==> src/rtl/pipelined_shifter_pkg.sv <==
// ============================================================================
//  Module      : pipelined_shifter_pkg
//  Description : Shared constants and helpers for the pipelined barrel shifter.
//                Holds the shift-type encoding and the function that splits
//                the shift levels across the pipeline stages.
//  Config      : none (SHIFTER_ROTATE_EN is consumed by the stage module)
//  Revision    : 1.0 - initial release
// ============================================================================
`default_nettype none

package pipelined_shifter_pkg;

    // Shift-type encoding carried on in_type
    localparam int          SHIFT_TYPE_W = 2;
    localparam logic [1:0]  SHIFT_SLL    = 2'b00;  // zero fill from the right
    localparam logic [1:0]  SHIFT_SRL    = 2'b01;  // zero fill from the left
    localparam logic [1:0]  SHIFT_SRA    = 2'b10;  // fill with the operand sign
    localparam logic [1:0]  SHIFT_ROR    = 2'b11;  // rotate right / reserved

    typedef logic [SHIFT_TYPE_W-1:0] shift_type_t;

    // First shift level owned by a stage. Stage s covers levels
    // [level_split(s), level_split(s+1)-1]; level_split(STAGES) == levels.
    // Integer division spreads the levels as evenly as possible, with the
    // later stages taking the extra level when they do not divide evenly.
    function automatic int level_split(input int stage, input int levels,
                                       input int stages);
        return (stage * levels) / stages;
    endfunction

endpackage : pipelined_shifter_pkg

`default_nettype wire

==> src/rtl/pipelined_shifter_stage.sv <==
// ============================================================================
//  Module      : pipelined_shifter_stage
//  Description : One register stage of the pipelined barrel shifter. Applies
//                shift levels LO_LEVEL..HI_LEVEL (level k shifts by 2^k when
//                shamt[k] is set) and registers the partial result together
//                with the side-band fields needed by the later stages.
//  Config      : SHIFTER_ROTATE_EN - when defined, type 2'b11 rotates right;
//                when undefined, type 2'b11 forces the data to zero and no
//                rotate muxing exists.
//  Ports       : clk, rst_n        clock, async active-low reset
//                en_i              pipeline advance (global stall when 0)
//                flush_i           kill the valid bit at the next edge
//                valid_i/_o        stage occupancy
//                data_i/_o         partial result
//                shamt_i/_o        full shift amount (later stages use
//                                  the upper bits)
//                type_i/_o         shift type
//                sign_i/_o         sign of the original operand
//                tag_i/_o          opaque tag
//  Revision    : 1.0 - initial release
// ============================================================================
`default_nettype none

module pipelined_shifter_stage
    import pipelined_shifter_pkg::*;
#(
    parameter int XLEN     = 32,
    parameter int LO_LEVEL = 0,
    parameter int HI_LEVEL = 0,
    parameter int TAG_W    = 5
) (
    input  logic                      clk,
    input  logic                      rst_n,
    input  logic                      en_i,
    input  logic                      flush_i,
    input  logic                      valid_i,
    input  logic [XLEN-1:0]           data_i,
    input  logic [$clog2(XLEN)-1:0]   shamt_i,
    input  logic [SHIFT_TYPE_W-1:0]   type_i,
    input  logic                      sign_i,
    input  logic [TAG_W-1:0]          tag_i,
    output logic                      valid_o,
    output logic [XLEN-1:0]           data_o,
    output logic [$clog2(XLEN)-1:0]   shamt_o,
    output logic [SHIFT_TYPE_W-1:0]   type_o,
    output logic                      sign_o,
    output logic [TAG_W-1:0]          tag_o
);

    localparam int SHW = $clog2(XLEN);

    logic                    valid_q;
    logic [XLEN-1:0]         data_q;
    logic [XLEN-1:0]         data_d;
    logic [SHW-1:0]          shamt_q;
    logic [SHIFT_TYPE_W-1:0] type_q;
    logic                    sign_q;
    logic [TAG_W-1:0]        tag_q;

    // ------------------------------------------------------------------
    // Level muxes for this stage's slice of the shift amount. Shifts by
    // distinct powers of two compose additively, so applying the levels
    // one after another over successive stages gives the full shift.
    // ------------------------------------------------------------------
    always_comb begin
        logic [SHW-1:0] sh_bits;
        int             amt;
        data_d = data_i;
        for (int k = LO_LEVEL; k <= HI_LEVEL; k++) begin
            amt     = 1 << k;
            sh_bits = shamt_i >> k;
            if (sh_bits[0]) begin
                case (type_i)
                    SHIFT_SLL: data_d = data_d << amt;
                    SHIFT_SRL: data_d = data_d >> amt;
                    // Arithmetic shift: fill the vacated top bits with the
                    // sign of the original operand, which travels with the
                    // request so every stage sees the same fill value.
                    SHIFT_SRA: data_d = (data_d >> amt)
                                      | ({XLEN{sign_i}} & ~({XLEN{1'b1}} >> amt));
                    default: begin
`ifdef SHIFTER_ROTATE_EN
                        data_d = (data_d >> amt) | (data_d << (XLEN - amt));
`else
                        data_d = data_d;
`endif
                    end
                endcase
            end
        end
`ifdef SHIFTER_ROTATE_EN
        // Type 2'b11 handled by the rotate levels above.
`else
        // Reserved type: result is zero regardless of the shift amount.
        if (type_i == SHIFT_ROR) begin
            data_d = '0;
        end
`endif
    end

    // ------------------------------------------------------------------
    // Stage register. Flush only has to clear the valid bit; the data
    // fields of a killed entry are never observed.
    // ------------------------------------------------------------------
    always_ff @(posedge clk or negedge rst_n) begin
        if (!rst_n) begin
            valid_q <= 1'b0;
            data_q  <= '0;
            shamt_q <= '0;
            type_q  <= '0;
            sign_q  <= 1'b0;
            tag_q   <= '0;
        end else begin
            if (flush_i) begin
                valid_q <= 1'b0;
            end else if (en_i) begin
                valid_q <= valid_i;
            end
            if (en_i) begin
                data_q  <= data_d;
                shamt_q <= shamt_i;
                type_q  <= type_i;
                sign_q  <= sign_i;
                tag_q   <= tag_i;
            end
        end
    end

    assign valid_o = valid_q;
    assign data_o  = data_q;
    assign shamt_o = shamt_q;
    assign type_o  = type_q;
    assign sign_o  = sign_q;
    assign tag_o   = tag_q;

endmodule : pipelined_shifter_stage

`default_nettype wire

==> src/rtl/pipelined_shifter.sv <==
// ============================================================================
//  Module      : pipelined_shifter
//  Description : Parametrised pipelined barrel shifter (SLL/SRL/SRA, optional
//                ROR) with valid/ready handshake, pass-through tag and flush.
//                A request accepted in cycle N is presented in cycle
//                N+STAGES when the consumer is not stalling.
//  Config      : SHIFTER_ROTATE_EN - enables rotate-right on type 2'b11;
//                otherwise type 2'b11 yields a zero result.
//  Parameters  : XLEN   operand width, power of two, 8..64
//                STAGES register stages, 1..$clog2(XLEN)
//                TAG_W  width of the opaque tag
//  Ports       : clk, rst_n          clock, async active-low reset
//                flush               kill all in-flight requests
//                in_valid/in_ready   request handshake
//                in_a, in_shamt      operand, shift amount (mod XLEN)
//                in_type, in_tag     shift type, opaque tag
//                out_valid/out_ready result handshake
//                out_result, out_tag shifted value and its tag
//  Revision    : 1.0 - initial release
// ============================================================================
`default_nettype none

module pipelined_shifter
    import pipelined_shifter_pkg::*;
#(
    parameter int XLEN   = 32,
    parameter int STAGES = 2,
    parameter int TAG_W  = 5
) (
    input  logic                      clk,
    input  logic                      rst_n,
    input  logic                      flush,
    input  logic                      in_valid,
    output logic                      in_ready,
    input  logic [XLEN-1:0]           in_a,
    input  logic [$clog2(XLEN)-1:0]   in_shamt,
    input  logic [SHIFT_TYPE_W-1:0]   in_type,
    input  logic [TAG_W-1:0]          in_tag,
    output logic                      out_valid,
    input  logic                      out_ready,
    output logic [XLEN-1:0]           out_result,
    output logic [TAG_W-1:0]          out_tag
);

    localparam int SHW = $clog2(XLEN);

    // Element s feeds stage s; element STAGES is the output register.
    logic                    w_valid [0:STAGES];
    logic [XLEN-1:0]         w_data  [0:STAGES];
    logic [SHW-1:0]          w_shamt [0:STAGES];
    logic [SHIFT_TYPE_W-1:0] w_type  [0:STAGES];
    logic                    w_sign  [0:STAGES];
    logic [TAG_W-1:0]        w_tag   [0:STAGES];

    logic                    w_advance;

    // Single global stall: the whole pipe moves when the output slot is
    // empty or being drained. Bubbles are deliberately not compressed,
    // which keeps the enable a single fan-out net.
    assign w_advance = out_ready | ~out_valid;
    assign in_ready  = w_advance;

    // An un-accepted request can only appear while in_ready is 0, and then
    // stage 0 is not enabled, so in_valid can feed stage 0 directly.
    assign w_valid[0] = in_valid;
    assign w_data[0]  = in_a;
    assign w_shamt[0] = in_shamt;
    assign w_type[0]  = in_type;
    assign w_sign[0]  = in_a[XLEN-1];
    assign w_tag[0]   = in_tag;

    for (genvar s = 0; s < STAGES; s++) begin : g_stage
        localparam int LO = level_split(s,     SHW, STAGES);
        localparam int HI = level_split(s + 1, SHW, STAGES) - 1;

        pipelined_shifter_stage #(
            .XLEN     (XLEN),
            .LO_LEVEL (LO),
            .HI_LEVEL (HI),
            .TAG_W    (TAG_W)
        ) u_stage (
            .clk     (clk),
            .rst_n   (rst_n),
            .en_i    (w_advance),
            .flush_i (flush),
            .valid_i (w_valid[s]),
            .data_i  (w_data[s]),
            .shamt_i (w_shamt[s]),
            .type_i  (w_type[s]),
            .sign_i  (w_sign[s]),
            .tag_i   (w_tag[s]),
            .valid_o (w_valid[s+1]),
            .data_o  (w_data[s+1]),
            .shamt_o (w_shamt[s+1]),
            .type_o  (w_type[s+1]),
            .sign_o  (w_sign[s+1]),
            .tag_o   (w_tag[s+1])
        );
    end

    assign out_valid  = w_valid[STAGES];
    assign out_result = w_data[STAGES];
    assign out_tag    = w_tag[STAGES];

    // The last stage's side-band copies have no consumer.
    logic unused_tail;
    assign unused_tail = ^{w_shamt[STAGES], w_type[STAGES], w_sign[STAGES]};

endmodule : pipelined_shifter

`default_nettype wire
==> config.mk <==
export PLATFORM = sky130hd
export DESIGN_NAME = pipelined_shifter
export DESIGN_NICKNAME = d
export VERILOG_FILES = /design/src/rtl/pipelined_shifter_pkg.sv /design/src/rtl/pipelined_shifter_stage.sv /design/src/rtl/pipelined_shifter.sv
export SDC_FILE = /design/constraint.sdc
export NUM_CORES = 1
export LEC_CHECK = 0
export CAP_MARGIN = 25
export CORE_MARGIN = 3
export CORE_UTILIZATION = 50
export CTS_CLUSTER_DIAMETER = 50
export CTS_CLUSTER_SIZE = 24
export DETAILED_ROUTE_END_ITERATION = 6
export PLACE_DENSITY = 0.83
export SETUP_SLACK_MARGIN = 0.2
export SLEW_MARGIN = 10
export SYNTH_ARGS = -nofsm -noshare
export SYNTH_HDL_FRONTEND = slang
export SYNTH_SLANG_ARGS = --single-unit
==> constraint.sdc <==
create_clock -name clk -period 2.9 [get_ports clk]
set_input_delay 0.29 -clock clk [delete_from_list [all_inputs] [get_ports clk]]
set_output_delay 0.29 -clock clk [all_outputs]
set_load 0.01 [all_outputs]
# Word-level counts from Yosys, hierarchy flattened
# Index checks and enable logic that the tools add are counted.
# classes
mux	16
eq_ne	6
n_reduce_logical	3
n_bitwise	7
# op_table
op	count
32-bit one-hot mux with 3 select lines	5
32-bit 2-to-1 mux	7
16-bit by 32-bit OR with 32-bit output	1
24-bit by 32-bit OR with 32-bit output	1
28-bit by 32-bit OR with 32-bit output	1
30-bit by 32-bit OR with 32-bit output	1
31-bit by 32-bit OR with 32-bit output	1
2-bit equality test (second input constant)	4
2-bit by 1-bit equality test with 1-bit output (second input constant)	2
2-bit zero test	2
1-bit 2-to-1 mux	4
2-bit nonzero test	1
1-bit inverter	1
1-bit OR	1
# word_totals
word_cells	41
output_inout_bits	39
input_bits	49
ff_bits	84

# Longest topological paths before layout
# Gate-level depths: netlist of the first run.
# depth
ltp_word	10
mapped_depth	9
depth_no_buf	6

# Modules after synthesis
# A second synthesis of the first run with hierarchy kept.
# hier_totals
hier_cells	1028
area_unflattened_um2	8678.3
# by_module_without_submodules
mod	area_each_um2	cells_per_inst	seq_area_each_um2	instances
pipelined_shifter_stage (g_stage[1].u_stage)	4521.8	551	1151.1	1
pipelined_shifter_stage (g_stage[0].u_stage)	4150.2	476	1151.1	1
pipelined_shifter	6.3	1	0.0	1

# Worst setup path before layout of the first run
# No wires, ideal clock.
# synth_path
path_type	register to register
start	reg g_stage[0].u_stage.type_q[0]
end	reg g_stage[1].u_stage.data_q[1]
setup_ps	126
required_time_ps	2774
arrival_time_ps	1687
slack_ps	1087
n_path_buf	3
path_stages_with_launch	9
period_less_slack_ps	1813
path_cell_list	dfrtp_1 -> buf_6 -> buf_8 -> buf_4 -> a21oi_1 -> nor2_1 -> a2111oi_1 -> nor4_1 -> a221o_1
# synth_between
elab_chain_cells	10
elab_cells_between_ends	13
cone_classes	eq/ne (3); mux (7); bitwise (2); reduce/logical (1)
# synth_lines
item	line	text
from (decl)	pipelined_shifter_stage.sv:56	logic [SHIFT_TYPE_W-1:0] type_q;
from (signal assigned)	pipelined_shifter_stage.sv:122	type_q <= type_i;
2-bit equality test, or another cell as far along	pipelined_shifter_stage.sv:73	case (type_i)
32-bit one-hot mux with 3 select lines	pipelined_shifter_stage.sv:73	
32-bit 2-to-1 mux	pipelined_shifter_stage.sv:72	if (sh_bits[0]) begin
24-bit by 32-bit OR with 32-bit output	pipelined_shifter_stage.sv:80	| ({XLEN{sign_i}} & ~({XLEN{1'b1}} >> amt));
32-bit one-hot mux with 3 select lines	pipelined_shifter_stage.sv:73	
32-bit 2-to-1 mux	pipelined_shifter_stage.sv:72	
16-bit by 32-bit OR with 32-bit output	pipelined_shifter_stage.sv:80	
32-bit one-hot mux with 3 select lines	pipelined_shifter_stage.sv:73	
32-bit 2-to-1 mux	pipelined_shifter_stage.sv:72	
32-bit 2-to-1 mux (*)	pipelined_shifter_stage.sv:95	if (type_i == SHIFT_ROR) begin
to (signal assigned)	pipelined_shifter_stage.sv:120	data_q <= data_d;
to (decl)	pipelined_shifter_stage.sv:53	logic [XLEN-1:0] data_q;
# Every way passes the cells marked *; elsewhere a longest branch is shown, timed or not.
# A chain may end at the register's enable or synchronous reset.

# Worst setup path in the final report of the first run
# Ends and elaborated chain as after synthesis.

==> results.py, run 1 <==
metrics = {
    "layout": {
        "num-fill-cells": 1312,
        "final_common_cell": "nand2_1",
        "register_area_um2": 2050,
        "antenna_cells": 0,
        "drive_gt1_share_pct": 9.28,
        "area_delta_synth_final_pct": 17.2,
        "nets": 1111,
        "final_core_util_pct": 61.1,
        "fin_area_um2": 9040,
        "final_cell_mix": "nand2_1 (142), a21oi_1 (94), clkdlybuf4s50_1 (83)",
        "multi_input_area_um2": 5080,
        "final_cells": 1251,
    },
    "die": {
        "die_h_um": 130,
        "pin_count": 88,
        "fp.dieW_um": 130,
        "core_um2": 14800,
        "start_util_pct": 52.1,
        "dieArea_um2": 17000,
        "num_rows": 44,
    },
    "power_and_ir_drop": {
        "seqPwrFrac_pct": 34.2,
        "p_comb_share_pct": 36.9,
        "power_density_nw_per_um2": 501,
        "clkPwrFrac_pct": 28.9,
        "vdd_drop_max_mv": 0.320,
        "p_sw_share_pct": 38.5,
        "p_leak_nw": 3.67,
        "p_int_mw": 2.78,
        "switching_power_mw": 1.75,
    },
    "sta": {
        "holdWs_ns": 0.426,
        "tns_ns": 0,
        "fin_crit_sh_pct": 87.3,
        "finClkSkew_ns": 0.0199,
        "hold_viol_final": 0,
        "fmax_mhz": 395,
        "maxSlewHeadroom_pct": 43.6,
        "finalSetupViolations": 0,
        "final_max_slew_viol_count": 0,
        "period_needed_ns": 2.53,
        "worstMarginPinSlew_ns": 0.825,
        "rsz0062_at_grt": "no",
    },
    "synthesis": {
        "yosysSeqAreaShare_pct": 26.6,
        "ys_ff_latch": 82,
        "synthAdderAreaFrac_pct": 0,
        "synth_top_family_by_area": "compound AO/OA/AOI/OAI gates",
        "async_reset_ff_share_pct": 100,
        "syn-num-nets": 1066,
        "synthXorXnorAreaFrac_pct": 0.340,
        "synthCells": 1017,
        "muxShareOfSynthArea_pct": 8.09,
        "synth.avg_cell_area_um2": 7.59,
        "synth_edf_count": 0,
        "synthFlopType": "dfrtp_1",
        "synthDistinctLibCells": 72,
        "synthSimpleGateAreaFrac_pct": 18.2,
        "syn-cell-area_um2": 7720,
        "ys_warn_count": 0,
        "synth_compound_area_share_pct": 39.1,
    },
    "global_routing": {
        "grt_usage_pct": 35.7,
        "overflow": 0,
        "grt_pass1_wl_um": 47000,
        "grt_max_degree": 92,
        "grt_pass1_vias": 8285,
        "antenna_found_initial": 0,
    },
    "worst_setup_path": {
        "critical_path_class": "reg2reg",
        "r2r_cells": 6,
        "max_stage_delay_ns": 0.75,
        "r2r_start": "g_stage[0].u_stage.type_o[0]",
        "startpoint_type": "flip-flop",
        "slowest_stage": "dfrtp_2",
        "crit_buf_inv": 1,
        "critical_path_arrival_ns": 2.76,
        "cp_top_family": "compound AO/OA/AOI/OAI gates",
        "cp.required_ns": 3.13,
        "reg2reg_slack_ns": 0.37,
        "reg2reg_to": "g_stage[1].u_stage.data_o[1]",
        "cp_cell_sequence": "buf_12 > or2_2 > nand2_1 > a2111oi_1 > nor4_1 > a221o_1",
        "worstPathMaxFanout": 28,
        "cp-end-kind": "flip-flop",
    },
    "route": {
        "antenna_left": 0,
        "dr.pass1.iters": 6,
        "wire_per_inst_um": 24.4,
        "drc": 0,
        "drt_iter0_markers": 1357,
        "drt-total-wl_um": 30500,
        "drt-vias-per-instance": 7.07,
        "vias": 8840,
    },
    "clock_tree": {
        "post_cts_resized": 0,
        "root_buffer": "clkbuf_16",
        "clk_pin_slew_ns": 0.08,
        "cts_sinks": 82,
        "cts_tree": "done",
        "post_cts_buffers": 0,
        "clk_latency_ns": 0.36,
        "clockBufferDepth": 2,
        "numCtsBuffers": 9,
        "cts_max_level": 3,
    },
    "place": {
        "portBuffers": 87,
        "hpwlAfterDp_um": 22100,
        "dpl.cell_count": 1233,
        "place_area_um2": 8700,
        "gp_congestion": 1.08,
    },
    "flow_run": {
        "drv_cap": 0,
    },
    "hold_path": {
        "hp-class": "in2async",
    },
    "status": {
        "status": "completed",
    },
}
==> state kept, by name (all words and copies together) (netlist names) <==
| register | count |
|---|---|
| g_stage.u_stage.data_o | 64 |
| g_stage.u_stage.tag_o | 10 |
| g_stage.u_stage.shamt_o | 3 |
| g_stage.u_stage.type_o | 2 |
| g_stage.u_stage.valid_o | 2 |
| g_stage.u_stage.sign_o | 1 |
==> power by group through the flow <==
| stage | registers, mW | clock network (mW) | logic, mW |
|---|---|---|---|
| 3_5_place_dp | 1.55 | 0 | 1.61 |
| 2_1_floorplan | 1.47 | 0 | 0.983 |
| 3_3_place_gp | 1.55 | 0 | 1.60 |
| 6_report | 1.55 | 1.31 | 1.67 |
| 4_1_cts | 1.53 | 1.32 | 1.62 |
| 5_1_grt | 1.56 | 1.38 | 1.78 |
==> cells in the mapped netlist (4+ instances only) <==
library cell	number	share of area (%)
dfrtp_1	82	27
nand2b_1	16	1.3
o21bai_1	5	0.49
a221oi_1	6	0.68
mux2i_1	50	6.5
o211ai_1	12	1.2
a22o_1	19	2.2
o31ai_1	7	0.68
o21ai_0	73	4.7
a21oi_1	94	6.1
inv_1	24	1.2
a32oi_1	4	0.45
a21boi_0	8	0.78
buf_6	4	0.58
nor3_1	4	0.26
buf_1	9	0.44
and3_1	4	0.32
o32ai_1	8	0.91
a211o_1	7	0.79
nor2b_1	29	2.4
mux2_2	11	1.6
nor2_1	72	3.5
a21o_1	8	0.78
buf_2	41	2.7
and2_1	6	0.49
clkbuf_1	41	2.0
nand2_1	142	6.9
nor4_1	4	0.32
o22ai_1	42	3.4
o41ai_1	5	0.57
a31oi_1	10	0.81
a32o_1	5	0.65
o221ai_1	18	2.0
nand3_1	11	0.71
a211oi_1	29	2.8
a221o_1	13	1.7
a2111oi_0	10	1.1
nand3b_1	5	0.49
a22oi_1	22	2.1
==> repair_timing <==
action	CTS	global route
endpoints found under the setup margin	0	0
hold buffers	1	0
hold endpoints to repair	32	0
==> worst register-to-register path, delay by kind of cell, from the launching register on <==
family / cells / cell delay [ns]
compound gates: 2 / 0.81
flops: 1 / 0.75
simple gates: 3 / 0.58
buf+inv: 1 / 0.27
==> area by class of cell <==
cell class / count / share of cell area (%)
multi-input combinational: 808 / 56.2
sequential: 82 / 22.7
timing repair buffer: 134 / 13.8
tap: 184 / 2.55
clock buffer: 9 / 2.49
clock inverter: 7 / 1.18
inverter: 27 / 1.12
==> cells by family after synthesis <==
kind of cell	after synthesis
AOI/OAI and AO/OA	434
and+or+nand+nor	310
buffers and inverters	127
DFF	82
muxes	61
xor gates and xnor gates	3
==> worst max path at each step <==
stage | slack (ns) | end | startpoint | cells past startpoint
floorplan | 1.09 | g_stage[1].u_stage.data_o[1] | g_stage[0].u_stage.type_o[0] | 8
global placement | 0.57 | g_stage[0].u_stage.data_o[8] | out_ready | 7
finish | 0.37 | g_stage[1].u_stage.data_o[1] | g_stage[0].u_stage.type_o[0] | 6
global route | 0.28 | g_stage[1].u_stage.data_o[1] | g_stage[0].u_stage.type_o[0] | 6
CTS | 0.49 | g_stage[1].u_stage.data_o[3] | g_stage[0].u_stage.type_o[0] | 6
detailed placement | 0.50 | g_stage[1].u_stage.data_o[3] | g_stage[0].u_stage.type_o[0] | 6
==> routing by layer <==
layer  track usage [%]  share of wire, %  vias up
met5                 0                 0        -
met4              21.1               6.5        0
met3              9.25                11      138
met2              53.6                44      659
met1              46.2                39     4103
li1                  -                 -     3940
==> per-stage QoR <==
stage / total power [mW] / setup slack (ns)
2_1_floorplan: 2.45 / 1.09
3_3_place_gp: 3.15 / 0.573
3_5_place_dp: 3.16 / 0.498
4_1_cts: 4.47 / 0.489
5_1_grt: 4.72 / 0.276
6_report: 4.53 / 0.368
Power figures use the tool's default switching activity.
==> inputs of run 2 (changes only) <==
Settings changed: CTS_BUF_LIST set to sky130_fd_sc_hd__clkbuf_16, REMOVE_ABC_BUFFERS set to 1, SYNTH_HIERARCHICAL set to 1.
==> run 2 against run 1 <==
  * Hold slack improved by 0.035 ns
  * Clock power shrank 13%
  * Cell count increased by 1.9%
  * Power shrank 7.5%
  * Combinational power down 8%
  * Critical path type unchanged
==> results.py, run 2 <==
metrics = {
    "layout": {
        "drive_gt1_share_pct": 14.2,
        "area_delta_synth_final_pct": 15.1,
        "final_common_cell": "o21ai_0",
        "largest_reg_flops": 64,
        "register_area_um2": 2060,
        "final_cell_mix": "o21ai_0 (103), clkdlybuf4s50_1 (84), dfrtp_1 (79)",
        "num-fill-cells": 1454,
        "nets": 1103,
        "antenna_cells": 0,
        "multi_input_area_um2": 5600,
        "fin_area_um2": 9580,
    },
    "clock_tree": {
        "clockBufferDepth": 2,
        "cts_max_level": 3,
        "clk_latency_ns": 0.35,
        "root_buffer": "clkbuf_16",
        "cts_tree": "done",
        "numCtsBuffers": 9,
        "cts_sinks": 82,
        "clk_pin_slew_ns": 0.06,
        "post_cts_buffers": 0,
    },
    "die": {
        "fp.dieW_um": 135,
        "num_rows": 46,
        "dieArea_um2": 18200,
        "pin_count": 88,
        "core_um2": 16100,
        "start_util_pct": 51.8,
        "die_h_um": 135,
    },
    "sta": {
        "fin_ws_ns": 0.419,
        "rsz0062_at_grt": "no",
        "fmax_mhz": 403,
        "fin_crit_sh_pct": 85.6,
        "period_needed_ns": 2.48,
        "maxSlewHeadroom_pct": 45.3,
        "worstMarginPinSlew_ns": 0.821,
        "final_max_slew_viol_count": 0,
        "finClkSkew_ns": 0.00945,
        "hold_viol_final": 0,
        "finalSetupViolations": 0,
    },
    "synthesis": {
        "synthCells": 1007,
        "ys_warn_count": 6,
        "synth.avg_cell_area_um2": 8.26,
        "syn-cell-area_um2": 8320,
    },
    "global_routing": {
        "grt_max_degree": 68,
        "grt_pass1_vias": 7998,
        "antenna_found_initial": 0,
        "overflow": 0,
        "grt_usage_pct": 30.0,
        "grt_pass1_wl_um": 44000,
    },
    "worst_setup_path": {
        "worstPathMaxFanout": 28,
        "critical_path_class": "reg2reg",
        "r2r_cells": 5,
        "cp.required_ns": 3.13,
        "max_stage_delay_ns": 0.70,
        "slowest_stage": "dfrtp_2",
        "cp_cell_sequence": "nand2b_1 > nor2_1 > a222oi_1 > a21oi_1 > a211o_1",
        "cp-end-kind": "flip-flop",
        "startpoint_type": "flip-flop",
        "critical_path_arrival_ns": 2.71,
    },
    "place": {
        "dpl_worst_slack_ns": 0.480,
        "place_area_um2": 9270,
        "hpwlAfterDp_um": 19800,
        "gp_congestion": 1.00,
        "portBuffers": 87,
    },
    "power_and_ir_drop": {
        "power_mw": 4.19,
        "p_leak_nw": 3.63,
        "power_density_nw_per_um2": 438,
        "vdd_drop_max_mv": 0.288,
    },
    "route": {
        "vias": 8772,
        "dr.pass1.iters": 6,
        "drt_iter0_markers": 1194,
        "drt-vias-per-instance": 6.88,
        "wire_per_inst_um": 21.5,
        "drt-total-wl_um": 27400,
        "antenna_left": 0,
        "drc": 0,
    },
    "flow_run": {
        "drv_cap": 0,
    },
    "hold_path": {
        "hp-class": "in2async",
    },
    "status": {
        "status": "completed",
    },
}
==> run 2: path summary, 6_finish.rpt <==
kind	startpoint	end	slack [ns]
max in group asynchronous	rst_n	g_stage[0].u_stage/type_o[0]	1.80
min in group clk	g_stage[1].u_stage/data_o[31]	g_stage[1].u_stage/data_o[31]	0.48
hold / removal	rst_n	g_stage[1].u_stage/data_o[21]	0.46
setup / recovery	g_stage[0].u_stage/type_o[1]	g_stage[1].u_stage/data_o[12]	0.42
setup reg to reg	g_stage[0].u_stage/type_o[1]	g_stage[1].u_stage/data_o[12]	0.42
hold reg to reg	g_stage[1].u_stage/data_o[31]	g_stage[1].u_stage/data_o[31]	0.48
==> run 2: layer usage <==
layer / share of wire [%] / up-vias / track usage, % / routed length [um]
met5: 0 / - / 0 / 0
met4: 3.5 / 0 / 11.7 / 951
met3: 9.9 / 86 / 3.91 / 2720
met2: 45 / 602 / 46.0 / 12400
met1: 41 / 4138 / 43.1 / 11300
li1: - / 3946 / - / -
==> run 2: cell type report <==
cell class,count,share of cell area [%]
timing repair buffer,133,13.3
inverter,21,0.823
clock buffer,9,2.35
tap,216,2.82
sequential,82,21.5
clock inverter,7,0.745
multi-input combinational,807,58.5
==> run 2: repair_timing <==
item,in CTS,in global routing
hold buffers,1,0
hold endpoints to repair,34,0
gates resized for setup,0,0
==> run 2: critical path, delay by kind of cell, from the launching register on <==
| family | cells | cell delay (ns) |
|---|---|---|
| AOI/OAI and AO/OA | 3 | 1.04 |
| DFF | 1 | 0.70 |
| and+or+nand+nor | 2 | 0.60 |
==> run 2: per-stage QoR <==
| step | TNS (ns) | hold slack, ns | std cells | utilization (%) |
|---|---|---|---|---|
| finish | 0 | 0.462 | 1275 | 59.6 |
| detailed placement | 0 | 0.287 | 1258 | 57.7 |
| global placement | 0 | 0.286 | 1258 | 57.7 |
| global route | 0 | 0.493 | 1275 | 59.6 |
| CTS | 0 | 0.460 | 1275 | 59.6 |
| floorplan | -17.02 | -0.00559 | 910 | - |
==> run 2: report_power, final <==
part	leakage [nW]	internal (mW)	switching, mW
clock network	0.143	0.665	0.478
registers	1.02	1.29	0.234
logic	2.47	0.715	0.811
total	3.63	2.67	1.52
==> inputs of run 3 (changes only) <==
Settings changed: CORE_MARGIN 3 to 1.5, DONT_BUFFER_PORTS set to 1, PLACE_DENSITY 0.83 to 0.76.
==> run 3 against run 2 <==
  * Via count down 5.4%
  * Clock power decreased by 9%
  * Maximum frequency is 2.5% higher
  * Sequential power grew 4%
  * Sequential cell count is the same
  * Combinational power fell by 25%
  * Largest cell class unchanged
==> results.py, run 3 (same netlist as run 2, synthesis figures left out) <==
metrics = {
    "status": {
        "status": "completed",
    },
    "layout": {
        "register_area_um2": 2060,
        "fin_area_um2": 8570,
        "drive_gt1_share_pct": 13.8,
        "final_cell_mix": "o21ai_0 (103), dfrtp_1 (79), nand2_1 (78)",
        "largest_reg_flops": 64,
        "nets": 1003,
        "final_common_cell": "o21ai_0",
        "num-fill-cells": 1524,
        "antenna_cells": 0,
        "area_delta_synth_final_pct": 3.04,
        "multi_input_area_um2": 5600,
    },
    "clock_tree": {
        "clk_pin_slew_ns": 0.07,
        "clk_latency_ns": 0.35,
        "clockBufferDepth": 2,
        "root_buffer": "clkbuf_16",
        "cts_max_level": 3,
        "cts_tree": "done",
        "post_cts_resized": 0,
        "post_cts_buffers": 0,
        "cts_sinks": 82,
        "cts-hold-fix-buffers": 3,
        "numCtsBuffers": 9,
    },
    "sta": {
        "fin_crit_sh_pct": 83.4,
        "worstMarginPinSlew_ns": 0.833,
        "maxSlewHeadroom_pct": 44.4,
        "finalSetupViolations": 0,
        "finClkSkew_ns": 0.00958,
        "rsz0062_at_grt": "no",
        "hold_viol_final": 0,
        "final_max_slew_viol_count": 0,
        "period_needed_ns": 2.42,
        "tns_ns": 0,
        "fmax_mhz": 413,
    },
    "die": {
        "pin_count": 88,
        "die_h_um": 132,
        "start_util_pct": 51.8,
        "dieArea_um2": 17400,
        "core_um2": 16100,
        "fp.dieW_um": 132,
        "num_rows": 46,
    },
    "route": {
        "wire_per_inst_um": 22.8,
        "antenna_left": 0,
        "drc": 0,
        "drt-vias-per-instance": 7.06,
        "vias": 8296,
        "dr.pass1.iters": 5,
        "drt-total-wl_um": 26800,
        "drt_iter0_markers": 1037,
    },
    "power_and_ir_drop": {
        "power_density_nw_per_um2": 439,
        "vdd_drop_max_mv": 0.335,
        "p_leak_nw": 3.21,
    },
    "global_routing": {
        "overflow": 0,
        "grt_max_degree": 119,
        "antenna_found_initial": 0,
        "grt_pass1_wl_um": 43000,
        "grt_pass1_vias": 7613,
        "grt_usage_pct": 30.5,
    },
    "worst_setup_path": {
        "worstPathMaxFanout": 41,
        "reg2reg_slack_ns": 0.48,
        "cp_cell_sequence": "buf_4 > mux2_2 > o22ai_1 > a21oi_1 > a221oi_1 > a21oi_1",
        "worst_path_most_repeated_cell": "a21oi_1",
        "cp.required_ns": 3.12,
        "slowest_stage": "dfrtp_4",
        "cp-end-kind": "flip-flop",
        "max_stage_delay_ns": 0.67,
        "critical_path_class": "reg2reg",
        "startpoint_type": "flip-flop",
        "critical_path_arrival_ns": 2.64,
    },
    "hold_path": {
        "hp-class": "in2reg",
    },
    "place": {
        "portBuffers": 0,
        "hpwlAfterDp_um": 18600,
        "gp_congestion": 1.01,
        "place_area_um2": 8260,
    },
    "flow_run": {
        "drv_cap": 0,
    },
}
-- run 3: critical path, delay by kind of cell (launching register included) --
family | cells | cell delay, ns
multiplexers | 1 | 0.38
flip-flops | 1 | 0.67
AO/OA/AOI/OAI | 4 | 0.83
buffers and inverters | 1 | 0.39
-- run 3: power breakdown --
part | switching [mW] | leakage [nW] | internal [mW]
clock network | 0.476 | 0.130 | 0.569
registers | 0.292 | 1.02 | 1.29
logic | 0.620 | 2.06 | 0.520
total | 1.39 | 3.21 | 2.38
-- run 3: routing by layer --
metal / vias to the layer above / track usage (%) / share of wire [%]
met5: - / 0 / 0
met4: 0 / 11.5 / 3.0
met3: 75 / 6.84 / 11
met2: 560 / 45.5 / 44
met1: 3912 / 42.9 / 41
li1: 3749 / - / -
-- run 3: path summary, 6_finish.rpt --
check,endpoint,start,cells after the start
max,g_stage[1].u_stage/data_o[7],g_stage[0].u_stage/type_o[0],6
min,g_stage[0].u_stage/tag_o[0],in_tag[0],1
max reg2reg,g_stage[1].u_stage/data_o[7],g_stage[0].u_stage/type_o[0],6
min reg2reg,g_stage[1].u_stage/tag_o[2],g_stage[0].u_stage/tag_o[2],1
max in group asynchronous,g_stage[0].u_stage/type_o[0],rst_n,2
min in group asynchronous,g_stage[1].u_stage/data_o[5],rst_n,2
-- run 3: area by class of cell --
class / instances / share of cell area, %
clock buffers: 9 / 2.63
clock inverters: 7 / 0.438
inverters: 21 / 0.920
multi-input cells: 807 / 65.4
flip-flops and latches: 82 / 24.0
well taps: 216 / 3.15
repair buffers: 33 / 3.47
-- run 3: metrics by stage --
stage	total power, mW	setup WS [ns]	hold WS [ns]	instances	utilization (%)
6_report	3.76	0.480	0.0888	1175	53.4
5_1_grt	3.93	0.380	0.0878	1175	53.4
4_1_cts	3.73	0.552	0.0812	1175	53.4
3_5_place_dp	2.66	0.563	-0.00321	1156	51.4
3_3_place_gp	2.65	0.614	-0.00337	1156	51.4
2_1_floorplan	2.30	-0.902	-0.00559	910	-
